[src/rtl/decode_stage_pipe.sv]
// Handshaked instruction-decode stage: splits an instruction into fields, classifies it as R/I/J,
// and registers the decoded bundle behind valid/ready with a one-entry skid register.
module decode_stage_pipe #(
  parameter int INSTR_W    = 32,
  parameter int OP_W       = 6,
  parameter int REG_W      = 6,
  parameter int SHAMT_W    = 4,
  parameter int FUNCT_W    = 4,
  parameter int IMM_W      = 14,
  parameter int DATA_W     = 32,
  parameter int R_OPCODE   = 0,
  parameter int JMP_OPCODE = 2,
  parameter int JAL_OPCODE = 3
) (
  input  logic                      clock,
  input  logic                      reset,
  input  logic                      flush,
  input  logic                      in_valid,
  output logic                      in_ready,
  input  logic [INSTR_W-1:0]        in_instr,
  input  logic [DATA_W-1:0]         in_pc,
  output logic                      out_valid,
  input  logic                      out_ready,
  output logic [OP_W-1:0]           opcode,
  output logic [REG_W-1:0]          rs,
  output logic [REG_W-1:0]          rt,
  output logic [REG_W-1:0]          rd,
  output logic [SHAMT_W-1:0]        shamt,
  output logic [FUNCT_W-1:0]        funct,
  output logic [IMM_W-1:0]          imediato,
  output logic [DATA_W-1:0]         imm_sext,
  output logic [DATA_W-1:0]         imm_zext,
  output logic [INSTR_W-OP_W-1:0]   salto,
  output logic [1:0]                instr_type,
  output logic [DATA_W-1:0]         out_pc,
  output logic [31:0]               decoded_count
);

  localparam int SALTO_W = INSTR_W - OP_W;
  localparam int RS_LSB  = INSTR_W - OP_W - REG_W;
  localparam int RT_LSB  = RS_LSB - REG_W;
  localparam int RD_LSB  = RT_LSB - REG_W;
  localparam int SH_LSB  = RD_LSB - SHAMT_W;

  if (OP_W + 3*REG_W + SHAMT_W + FUNCT_W != INSTR_W) begin : g_chk_fields
    $fatal(1, "decode_stage_pipe: field widths do not sum to INSTR_W");
  end
  if (IMM_W > INSTR_W - OP_W - 2*REG_W) begin : g_chk_imm
    $fatal(1, "decode_stage_pipe: IMM_W overlaps rs/rt");
  end
  if (IMM_W > DATA_W) begin : g_chk_data
    $fatal(1, "decode_stage_pipe: IMM_W wider than DATA_W");
  end

  logic                 out_valid_q, out_valid_d;
  logic                 skid_valid_q, skid_valid_d;
  logic                 in_ready_q, in_ready_d;
  logic [INSTR_W-1:0]   skid_instr_q, skid_instr_d;
  logic [DATA_W-1:0]    skid_pc_q, skid_pc_d;
  logic [OP_W-1:0]      opcode_q, opcode_d;
  logic [REG_W-1:0]     rs_q, rs_d, rt_q, rt_d, rd_q, rd_d;
  logic [SHAMT_W-1:0]   shamt_q, shamt_d;
  logic [FUNCT_W-1:0]   funct_q, funct_d;
  logic [IMM_W-1:0]     imm_q, imm_d;
  logic [DATA_W-1:0]    sext_q, sext_d, zext_q, zext_d, pc_q, pc_d;
  logic [SALTO_W-1:0]   salto_q, salto_d;
  logic [1:0]           type_q, type_d;
  logic [31:0]          count_q, count_d;

  logic                 in_hs, out_hs, ld_out, ld_from_skid;
  logic [INSTR_W-1:0]   ld_instr;
  logic [DATA_W-1:0]    ld_pc;
  logic [OP_W-1:0]      ld_op;

  // Handshake/occupancy control, then decode of whichever word enters the output register
  always_comb begin
    in_hs        = in_valid & in_ready_q;
    out_hs       = out_valid_q & out_ready;
    ld_out       = 1'b0;
    ld_from_skid = 1'b0;
    out_valid_d  = out_valid_q;
    skid_valid_d = skid_valid_q;
    skid_instr_d = skid_instr_q;
    skid_pc_d    = skid_pc_q;
    count_d      = count_q + 32'(out_hs);

    if (flush) begin
      out_valid_d  = 1'b0;
      skid_valid_d = 1'b0;
    end else if (!out_valid_q || out_ready) begin
      if (skid_valid_q) begin
        ld_out       = 1'b1;
        ld_from_skid = 1'b1;
        out_valid_d  = 1'b1;
        skid_valid_d = in_hs;
        if (in_hs) begin
          skid_instr_d = in_instr;
          skid_pc_d    = in_pc;
        end else begin
          skid_instr_d = skid_instr_q;
        end
      end else if (in_hs) begin
        ld_out      = 1'b1;
        out_valid_d = 1'b1;
      end else begin
        out_valid_d = 1'b0;
      end
    end else if (in_hs) begin
      skid_valid_d = 1'b1;
      skid_instr_d = in_instr;
      skid_pc_d    = in_pc;
    end else begin
      skid_valid_d = skid_valid_q;
    end
    in_ready_d = !skid_valid_d;

    ld_instr = ld_from_skid ? skid_instr_q : in_instr;
    ld_pc    = ld_from_skid ? skid_pc_q : in_pc;
    ld_op    = ld_instr[INSTR_W-1 -: OP_W];

    opcode_d = opcode_q;
    rs_d     = rs_q;
    rt_d     = rt_q;
    rd_d     = rd_q;
    shamt_d  = shamt_q;
    funct_d  = funct_q;
    imm_d    = imm_q;
    sext_d   = sext_q;
    zext_d   = zext_q;
    salto_d  = salto_q;
    type_d   = type_q;
    pc_d     = pc_q;
    if (ld_out) begin
      opcode_d = ld_op;
      rs_d     = ld_instr[RS_LSB +: REG_W];
      rt_d     = ld_instr[RT_LSB +: REG_W];
      rd_d     = ld_instr[RD_LSB +: REG_W];
      shamt_d  = ld_instr[SH_LSB +: SHAMT_W];
      funct_d  = ld_instr[FUNCT_W-1:0];
      imm_d    = ld_instr[IMM_W-1:0];
      sext_d   = DATA_W'($signed(ld_instr[IMM_W-1:0]));
      zext_d   = DATA_W'(ld_instr[IMM_W-1:0]);
      salto_d  = ld_instr[SALTO_W-1:0];
      pc_d     = ld_pc;
      if (ld_op == OP_W'(R_OPCODE)) begin
        type_d = 2'd0;
      end else if (ld_op == OP_W'(JMP_OPCODE) || ld_op == OP_W'(JAL_OPCODE)) begin
        type_d = 2'd2;
      end else begin
        type_d = 2'd1;
      end
    end else begin
      pc_d = pc_q;
    end
  end

  // State registers; reset clears everything and takes precedence over flush
  always_ff @(posedge clock) begin
    if (reset) begin
      out_valid_q  <= 1'b0;
      skid_valid_q <= 1'b0;
      in_ready_q   <= 1'b1;
      skid_instr_q <= '0;
      skid_pc_q    <= '0;
      opcode_q     <= '0;
      rs_q         <= '0;
      rt_q         <= '0;
      rd_q         <= '0;
      shamt_q      <= '0;
      funct_q      <= '0;
      imm_q        <= '0;
      sext_q       <= '0;
      zext_q       <= '0;
      salto_q      <= '0;
      type_q       <= 2'd0;
      pc_q         <= '0;
      count_q      <= 32'd0;
    end else begin
      out_valid_q  <= out_valid_d;
      skid_valid_q <= skid_valid_d;
      in_ready_q   <= in_ready_d;
      skid_instr_q <= skid_instr_d;
      skid_pc_q    <= skid_pc_d;
      opcode_q     <= opcode_d;
      rs_q         <= rs_d;
      rt_q         <= rt_d;
      rd_q         <= rd_d;
      shamt_q      <= shamt_d;
      funct_q      <= funct_d;
      imm_q        <= imm_d;
      sext_q       <= sext_d;
      zext_q       <= zext_d;
      salto_q      <= salto_d;
      type_q       <= type_d;
      pc_q         <= pc_d;
      count_q      <= count_d;
    end
  end

  assign in_ready      = in_ready_q;
  assign out_valid     = out_valid_q;
  assign opcode        = opcode_q;
  assign rs            = rs_q;
  assign rt            = rt_q;
  assign rd            = rd_q;
  assign shamt         = shamt_q;
  assign funct         = funct_q;
  assign imediato      = imm_q;
  assign imm_sext      = sext_q;
  assign imm_zext      = zext_q;
  assign salto         = salto_q;
  assign instr_type    = type_q;
  assign out_pc        = pc_q;
  assign decoded_count = count_q;

endmodule

[config.mk]
export PLATFORM = sky130hd
export DESIGN_NAME = decode_stage_pipe
export DESIGN_NICKNAME = d
export VERILOG_FILES = /design/src/rtl/decode_stage_pipe.sv
export SDC_FILE = /design/constraint.sdc
export NUM_CORES = 1
export LEC_CHECK = 0
export ABC_AREA = 1
export CELL_PAD_IN_SITES_DETAIL_PLACEMENT = 0
export CELL_PAD_IN_SITES_GLOBAL_PLACEMENT = 1
export CORE_ASPECT_RATIO = 0.5
export CORE_MARGIN = 2
export CORE_UTILIZATION = 28
export DETAILED_ROUTE_END_ITERATION = 16
export GPL_TIMING_DRIVEN = 1
export PLACE_DENSITY = 0.85
export SKIP_LAST_GASP = 1
export SLEW_MARGIN = 20
export SYNTH_ARGS = -nofsm -noshare
export SYNTH_HDL_FRONTEND = slang
export SYNTH_SLANG_ARGS = --single-unit
[constraint.sdc]
create_clock -name clock -period 1.6 [get_ports clock]
set_clock_uncertainty 0.05 [all_clocks]
set_input_delay 0.32 -clock clock [delete_from_list [all_inputs] [get_ports clock]]
set_output_delay 0.32 -clock clock [all_outputs]
set_load 0.01 [all_outputs]
==> flow_summary_export.csv <==
group,metric,value,unit
run_status,status,"finished, violations left",
run_status,violations,"negative setup slack",
worst_setup_path,slowest_delay,370,ps
layout,drive_above_1_share,15.2,%
synth,synth_common_cells,"216 x nand2_1, 202 x a21oi_1, 165 x dfxtp_1",
route,final_antenna_net_count,0,
layout,n_fill_cell,2736,
clock_tree,cts.sinks,165,
synth,syn_inst,1036,
floorplan,dieArea,28600,µm²
power_and_ir_drop,power.density,919,nW/µm²
floorplan,die_w,237,µm
clock_tree,cts_tree,"done",
layout,syn_to_final_growth,40.9,%
layout,register_area,3360,µm²
synth,synth_edf_count,0,
synth,synth_ff_type,"dfxtp_1",
route,vias_per_cell,4.77,
timing,slew_violations,0,
global_routing,antenna_found_initial,3,
worst_setup_path,crit_slowest_cell,"dfxtp_4",
timing,timing.final.ws_setup,-53.6,ps
timing,max_clock_freq,605,MHz
timing,final_hold_viol_count,0,
worst_setup_path,crit_arrival,1930,ps
timing,fin_crit_sh,103,%
clock_tree,cts.clk_slew.worst_paths,70,ps
synth,synth_area_per_cell,7.36,µm²
clock_tree,root_buffer,"clkbuf_16",
route,vias,7545,
global_routing,grt_max_degree,91,
worst_setup_path,critical_path_class,"register to register",
global_routing,grt_pass1_wl,37800,µm
worst_setup_path,cp-start-kind,"register",
layout,fin_cells,1582,
floorplan,num_io_pins,273,
place,port_buffers,254,
place,dp_slack,-731,ps
timing,setup_viol,10,
route,routed_wl,24400,µm
clock_tree,cts-buffers-inserted,17,
route,drtIter0Drc,602,
place,post-place-cells,1541,
layout,multi_input_area,3360,µm²
worst_setup_path,cp-end-kind,"register",
floorplan,core_area,26600,µm²
floorplan,row_count,42,
synth,yosysTopAreaCellShare,43.3,%
route,wire_per_inst,15.4,µm
worst_setup_path,cp_top_family,"simple AND/OR/NAND/NOR gates",
place,gp_congestion,0.876,
synth,synth-seq-cells,165,
worst_setup_path,cp_num_buf_inv,4,
clock_tree,clock_latency,430,ps
clock_tree,clockBufferDepth,2,
route,drtPass1Iterations,5,
global_routing,overflow,0,
synth,synth-async-reset-ratio,0,%
synth,synth_area,7620,µm²
synth,synth_most_common_cell,"nand2_1",
layout,fin_nets,1285,
worst_setup_path,cp.required,1880,ps
clock_tree,ctsHtreeMaxLevel,4,
synth,synth_cell_types,30,
floorplan,die_h,121,µm
synth,yosysWarnings,0,
run,max-cap-violations,0,
synth,yosys-top-cells-area,"dfxtp_1 43%, a21oi_1 13%, buf_4 11%",
timing,final.min_clock_period,1650,ps
hold_path,hold_path_class,"input port to register",
layout,utilization,40.4,%
timing,fin_tns_setup,-331,ps
power_and_ir_drop,power,9870,µW
synth,synth-seq-area-share,43.3,%
worst_setup_path,cp_cell_sequence,"nand2_4, inv_4, ha_4, ha_4, nand2_4, inv_2, nand3b_1, nor2_2, buf_6, buf_6, nand2_2, nand2_1, nor2_1",
global_routing,grt_use_total,16.6,%
route,drc_errors,0,
floorplan,initial_core_util,28.7,%
synth,yosysTopAreaCell,"dfxtp_1",
place,hpwl,16900,µm
power_and_ir_drop,p_leak,0.00446,µW
timing,rsz0062_at_grt,"true",
worst_setup_path,path_max_fanout,4,
global_routing,grt_pass1_vias,7307,
power_and_ir_drop,ir_drop,0.000765,V
flip-flops by register name, indices dropped and copies added (netlist names), 5 cells and up:
signal,flops
opcode,6
skid_instr_q,32
out_pc,32
decoded_count,32
rs,6
skid_pc_q,32
rd,5
rt,5
layer usage:
metal	GRT usage [%]	part of all wire [%]
met3	3.17	4.1
met2	30.1	52
met4	7.47	2.4
met1	19.1	42
met5	0	0
what timing repair did:
item,in CTS,in global routing
cloned,0,1
endpoints found under the setup margin,211,48
gates resized for setup,262,50
buffers inserted,4,1
endpoints found under the hold margin,0,0
pin swaps,9,8
hold buffers,0,0
layout by cell type (no fill, tap or decap), types with 4 or more instances in the layout:
master           Yosys  layout
dlygate4sd2_1        0     162
o21ai_1              6       7
o21ai_0             67      66
nand4_1              4       4
buf_4              111      39
inv_2                4       9
clkinv_2             0       4
nor2_1              64      53
nor2_4               1       7
dfxtp_1            165     129
nor2_2               3       8
nand3b_1             9       9
a21oi_1            202     200
nand2_1            216     207
clkdlybuf4s50_1      0      66
nand2_2              1       5
conb_1               1      18
dfxtp_2              0      33
clkdlybuf4s15_1      0       4
buf_12               0      13
clkbuf_16            0      19
nand2_4              1       6
a31oi_1              5       5
o21a_1               4       4
clkbuf_2             0      20
nand3_1             78      76
inv_1               25      18
final timing paths:
path                                              startpoint                      endpoint  slack, ps  cells past startpoint
worst min register to register  skid_instr_q[5]$_SDFFE_PP0P_         shamt[1]$_SDFFE_PP0P_        400                      2
worst min-delay path                                   reset            rd[1]$_SDFFE_PP0P_        340                      5
worst max register to register        out_valid$_SDFFE_PP0N_  decoded_count[10]$_SDFF_PP0_        -50                     13
worst max-delay path                  out_valid$_SDFFE_PP0N_  decoded_count[10]$_SDFF_PP0_        -50                     13
where the power goes:
group | internal (µW) | leakage (µW) | switching, µW | total [µW]
clock | 2600 | 0.000304 | 1740 | 4330
sequential | 4240 | 0.00136 | 98.0 | 4340
combinational | 561 | 0.00279 | 628 | 1190
total | 7400 | 0.00446 | 2460 | 9870
kinds of logic after synthesis:
family / after synthesis / share of synthesized area, %
other: 1 / 0.0492
AO/OA/AOI/OAI: 286 / 19.2
buffers and inverters: 196 / 15.4
adder cells (fa/ha/maj): 2 / 0.328
flip-flops: 165 / 43.3
AND/OR/NAND/NOR: 381 / 21.1
XOR/XNOR: 5 / 0.575
per-stage QoR:
step	area (µm²)	hold slack [ps]
2_1_floorplan	7700	338
3_3_place_gp	10100	383
3_5_place_dp	10100	397
4_1_cts	10700	331
5_1_grt	10700	367
6_report	10700	336
tightest hold or removal path, stage by stage:
cell and delay [ps]:
buf_2 120, inv_2 50, buf_12 160, o21ai_0 90, a21oi_1 40
layout make-up:
type | instances | area share, %
clock buffers | 21 | 4.39
multi-input cells | 692 | 31.3
repair buffers | 309 | 26.4
clock inverters | 11 | 1.36
well taps | 352 | 4.10
diodes | 3 | 0.0699
flip-flops and latches | 165 | 31.3
inverters | 29 | 1.06
No activity file was read; power rests on OpenSTA's default activity.
